[src/rtl/ds_converter.sv]
// Digital-to-stochastic converter: turns a PRECISION-bit value into a 2^PRECISION-bit
// unipolar bitstream whose count of ones equals the value exactly, framed by `last`.
module ds_converter #(
    parameter int PRECISION = 8,
    parameter int RNG_MODE  = 0,
    parameter int SEED      = 1
) (
    input  logic                 clk,
    input  logic                 rst,
    input  logic [PRECISION-1:0] in_value,
    input  logic                 in_valid,
    output logic                 in_ready,
    input  logic                 hold,
    output logic                 out,
    output logic                 out_valid,
    output logic                 last
);

    typedef enum logic {
        IDLE = 1'b0,
        RUN  = 1'b1
    } state_t;

    // Maximal-length Fibonacci feedback taps, bit (t-1) set for tap t.
    function automatic logic [15:0] tap_mask(input int p);
        logic [15:0] m;
        case (p)
            3:       m = 16'h0006;
            4:       m = 16'h000C;
            5:       m = 16'h0014;
            6:       m = 16'h0030;
            7:       m = 16'h0060;
            8:       m = 16'h00B8;
            9:       m = 16'h0110;
            10:      m = 16'h0240;
            11:      m = 16'h0500;
            12:      m = 16'h0829;
            13:      m = 16'h100D;
            14:      m = 16'h2015;
            15:      m = 16'h6000;
            16:      m = 16'hD008;
            default: m = 16'h0000;
        endcase
        return m;
    endfunction

    localparam logic [15:0]          TAP_ALL  = tap_mask(PRECISION);
    localparam logic [PRECISION-1:0] TAPS     = TAP_ALL[PRECISION-1:0];
    localparam logic [PRECISION-1:0] IDX_LAST = '1;
    localparam logic [PRECISION-1:0] IDX_ONE  = {{(PRECISION-1){1'b0}}, 1'b1};
    localparam logic [PRECISION-1:0] SEED_VAL = SEED[PRECISION-1:0];

    if (PRECISION < 3 || PRECISION > 16) begin : g_bad_precision
        $error("ds_converter: PRECISION must be within 3..16");
    end

    state_t                 state_reg, state_next;
    logic [PRECISION-1:0]   idx_reg, idx_next;
    logic [PRECISION-1:0]   lfsr_reg, lfsr_next;
    logic [PRECISION-1:0]   value_reg, value_next;
    logic                   out_reg, out_next;
    logic                   out_valid_reg, out_valid_next;
    logic                   last_reg, last_next;

    logic [PRECISION-1:0]   idx_rev;
    logic [PRECISION-1:0]   lfsr_step;
    logic [PRECISION-1:0]   rnd;
    logic                   at_last;
    logic                   accept;

    for (genvar gi = 0; gi < PRECISION; gi++) begin : g_rev
        assign idx_rev[gi] = idx_reg[PRECISION-1-gi];
    end

    assign lfsr_step = {lfsr_reg[PRECISION-2:0], ^(lfsr_reg & TAPS)};

    // In LFSR mode index 0 supplies the all-zero value the LFSR never reaches,
    // so every value 0..2^PRECISION-1 appears exactly once per stream.
    assign rnd = (RNG_MODE == 0) ? idx_rev
               : ((idx_reg == '0) ? '0 : lfsr_reg);

    assign at_last  = (idx_reg == IDX_LAST);
    assign in_ready = rst && ((state_reg == IDLE) ||
                              (state_reg == RUN && at_last && !hold));
    assign accept   = in_valid && in_ready;

    always_comb begin
        state_next     = state_reg;
        idx_next       = idx_reg;
        lfsr_next      = lfsr_reg;
        value_next     = value_reg;
        out_next       = 1'b0;
        out_valid_next = 1'b0;
        last_next      = 1'b0;

        case (state_reg)
            IDLE: begin
                if (accept) begin
                    value_next = in_value;
                    idx_next   = '0;
                    lfsr_next  = SEED_VAL;
                    state_next = RUN;
                end
            end
            RUN: begin
                if (!hold) begin
                    out_next       = (rnd < value_reg);
                    out_valid_next = 1'b1;
                    last_next      = at_last;
                    if (at_last) begin
                        if (accept) begin
                            value_next = in_value;
                            idx_next   = '0;
                            lfsr_next  = SEED_VAL;
                        end else begin
                            state_next = IDLE;
                        end
                    end else begin
                        idx_next = idx_reg + IDX_ONE;
                        if (idx_reg != '0) begin
                            lfsr_next = lfsr_step;
                        end
                    end
                end
            end
            default: state_next = IDLE;
        endcase
    end

    always_ff @(posedge clk) begin
        if (!rst) begin
            state_reg     <= IDLE;
            idx_reg       <= '0;
            lfsr_reg      <= SEED_VAL;
            value_reg     <= '0;
            out_reg       <= 1'b0;
            out_valid_reg <= 1'b0;
            last_reg      <= 1'b0;
        end else begin
            state_reg     <= state_next;
            idx_reg       <= idx_next;
            lfsr_reg      <= lfsr_next;
            value_reg     <= value_next;
            out_reg       <= out_next;
            out_valid_reg <= out_valid_next;
            last_reg      <= last_next;
        end
    end

    assign out       = out_reg;
    assign out_valid = out_valid_reg;
    assign last      = last_reg;

endmodule

[config.mk]
export PLATFORM = sky130hd
export DESIGN_NAME = ds_converter
export DESIGN_NICKNAME = d
export VERILOG_FILES = /design/src/rtl/ds_converter.sv
export SDC_FILE = /design/constraint.sdc
export NUM_CORES = 1
export LEC_CHECK = 0
export ABC_AREA = 1
export CAP_MARGIN = 25
export CORE_AREA = 5 5 53 55
export DETAILED_ROUTE_END_ITERATION = 10
export DIE_AREA = 0 0 58 60
export PLACE_DENSITY = 0.79
export SETUP_SLACK_MARGIN = 0.3
export SYNTH_ARGS = -nofsm -noshare
export SYNTH_HDL_FRONTEND = slang
export SYNTH_SLANG_ARGS = --single-unit
[constraint.sdc]
create_clock -name clk -period 1.8 [get_ports clk]
set_input_delay 0.45 -clock clk [delete_from_list [all_inputs] [get_ports clk]]
set_output_delay 0.45 -clock clk [all_outputs]
set_load 0.005 [all_outputs]
==> flow_summary.toml <==
[status]
status = "complete, but fails checks"
violations = "setup timing"

[placed_design]
io_buffers = 15
gp_routability_congestion = 0.841
hpwlAfterDp_mm = 1.85

[pwr]
p_sw_mw = 0.311
swShare = 0.301
pwr-share-clk = 0.262
p_per_area_nw_per_um2 = 612
combPwrFrac = 0.271
power_mw = 1.03
leakage_nw = 0.734
pwr-share-seq = 0.468
p_int_mw = 0.723
ir_worst_vdd_mv = 0.624

[clocking]
tritoncts = "yes"
cts.path.max_buffers = 2
htree_levels = 1
cts_sinks = 20
clk_pin_slew_ns = 0.12
numCtsBuffers = 3
ctsRootBufferMaster = "clkbuf_4"
insertion_delay_ns = 0.31
ctsHoldBuffers = 0

[sta]
maxSlewHeadroom = 0.830
fin_crit_sh = 1.01
rsz0062_at_grt = "yes"
tightestPinTransition_ns = 0.253
fin_ws_ns = -0.0257
period_minus_slack_ns = 1.83
final_hold_viol_count = 0
finalSetupViolCount = 1
fmax_mhz = 548
final_max_slew_viol_count = 0
fin_skew_ns = 0.00623
tns_ns = -0.0257

[route]
vias_per_cell = 5.30
drcViolationCount = 0
routedWlPerCell_um = 14.2
postRouteAntennaNets = 0
drt_wl_total_mm = 3.16
drt_iter0_drc = 61
dr.pass1.iters = 4
vias = 1176

[synthesis]
synth_fp_nets = 171
synth_seq_cells = 20
synthTopCellsByArea = "dfxtp_1, inv_1, ha_1, nand2_1, o21ai_0"
yosys_warnings = 0
yosys.area.top_type_share = 0.370
yosysSeqAreaShare = 0.370
ys_types = 23
synth_top_cell_by_area = "dfxtp_1"
syn-cell-area_um2 = 1080
synthCells = 151
post_synth.cell_area_avg_um2 = 7.17

[global_route]
grt_max_degree = 14
gr-total-overflow = 0
antenna_found_initial = 0
grt_use_total = 0.208
grt_pass1_vias = 1189
grt_pass1_wl_mm = 5.45

[min_path]
hold-path-endpoint = "value_reg[1]$_SDFFE_PN0P_"
hold_start = "value_reg[1]$_SDFFE_PN0P_"
hold_depth = 2
min_path_type = "register to register"

[floorplanning]
start_util = 0.462
die_x_um = 58
row_count = 18
core-area_um2 = 2340
floorplan.die_area_um2 = 3480
die_h_um = 60
io-pin-count = 16

[worst_setup_path]
crit_path_end_kind = "output pin"
path_class = "register to output pin"
worstPathRequired_ns = 1.35
worstSetupStartpointType = "register"
startpoint = "idx_reg[0]$_SDFFE_PN0N_"
r2r_start = "idx_reg[0]$_SDFFE_PN0N_"
rr_worst_depth = 11
critPathArrivalTime_ns = 1.38
worst_r2r_endpoint = "idx_reg[4]$_SDFFE_PN0N_"
rrSetupSlack_ns = 0.10
crit_fanout = 2

[final_layout]
nFillCells = 181
drive_above_1_share = 0.328
nets = 213
diodes = 0
syn_to_final_growth_pct = 56.1

[run]
cap_violations = 0
## layer usage
metal	share of wire	routed length [um]	GRT usage
met2	0.51	1610	0.366
met4	0.030	95	0.103
met1	0.40	1280	0.233
met5	0	0	0
met3	0.056	176	0.0497
## critical path, cell delays in order (launching register included)
cell	delay [ns]
dfxtp_2	0.37
ha_4	0.15
nand2_4	0.05
nor2_4	0.10
nand2_2	0.09
nand2_4	0.08
nand2_4	0.06
nor2_4	0.07
buf_2	0.11
## synthesized netlist by cell type
| cell type | n |
|---|---|
| nor2_2 | 1 |
| nand4_1 | 2 |
| nand2_2 | 4 |
| a21oi_1 | 11 |
| nand3_1 | 5 |
| o31ai_1 | 1 |
| buf_2 | 1 |
| a211oi_1 | 1 |
| nor3_2 | 1 |
| xnor2_1 | 1 |
| o21ai_0 | 15 |
| a31oi_1 | 2 |
| dfxtp_1 | 20 |
| o211ai_1 | 2 |
| clkinv_2 | 1 |
| inv_1 | 28 |
| nand4_4 | 1 |
| nor3_1 | 1 |
| nor2_1 | 17 |
| ha_1 | 8 |
| buf_4 | 1 |
| nand2_4 | 1 |
| nand2_1 | 26 |
## cell type report
class | count | area (um^2) | share of cell area
multi-input combinational | 102 | 748 | 0.443
inverter | 29 | 121 | 0.0719
timing repair inverter | 1 | 16.3 | 0.00963
tap | 30 | 37.5 | 0.0222
timing repair buffer | 36 | 327 | 0.193
sequential | 20 | 403 | 0.239
clock buffer | 4 | 36.3 | 0.0215
## cell families (layout without fill, tap and decap cells)
group                    count (synthesis)  after routing  share of synthesized area
buffers and inverters                   31             70                      0.113
XOR/XNOR                                 1              1                    0.00809
AO/OA/AOI/OAI                           32             32                      0.160
AND/OR/NAND/NOR                         59             61                      0.257
adder cells (fa/ha/maj)                  8              8                     0.0925
flip-flops                              20             20                      0.370
## worst max-delay path by stage
stage,to,cells past startpoint
after floorplan,in_ready,7
after global placement,in_ready,5
after detailed placement,in_ready,5
after CTS,in_ready,8
after global routing,in_ready,8
final,in_ready,8
## cell usage in the layout, fill, tap and decap left out, drive strengths merged
cell type | synthesis | routed
nor3 | 2 | 2
nand2 | 31 | 32
buf | 2 | 22
dfxtp | 20 | 20
a211oi | 1 | 1
dlygate4sd2 | 0 | 3
inv | 28 | 28
clkdlybuf4s50 | 0 | 11
ha | 8 | 8
nor2 | 18 | 18
a31oi | 2 | 2
clkinv | 1 | 2
nand4 | 3 | 4
o21ai | 15 | 15
a21oi | 11 | 11
xnor2 | 1 | 1
nand3 | 5 | 5
o31ai | 1 | 1
clkbuf | 0 | 4
o211ai | 2 | 2
## through the flow
| stage | util | area (um^2) | cells | hold slack [ns] | setup WS [ns] |
|---|---|---|---|---|---|
| 2_1_floorplan | - | 1090 | 151 | 0.444 | 0.300 |
| 5_1_grt | 0.721 | 1690 | 222 | 0.510 | -0.108 |
| 3_5_place_dp | 0.587 | 1380 | 209 | 0.485 | -0.295 |
| 4_1_cts | 0.687 | 1610 | 220 | 0.484 | -0.0914 |
| 3_3_place_gp | 0.587 | 1380 | 209 | 0.462 | -0.297 |
| 6_report | 0.721 | 1690 | 222 | 0.482 | -0.0257 |
## what timing repair did
action / 4_1_cts / 5_1_grt
pin swaps: 15 / 13
gates resized for setup: 43 / 15
buffers inserted: 4 / 2
setup endpoints to repair: 17 / 17
cloned: 3 / 0
## power groups by stage
stage	Combinational, mW	Clock [mW]	Sequential [mW]
floorplan	0.104	0	0.494
global placement	0.187	0	0.490
detailed placement	0.194	0	0.492
CTS	0.247	0.277	0.483
global route	0.307	0.300	0.486
finish	0.280	0.271	0.484
Note: power is estimated with default switching activity, not from simulation.
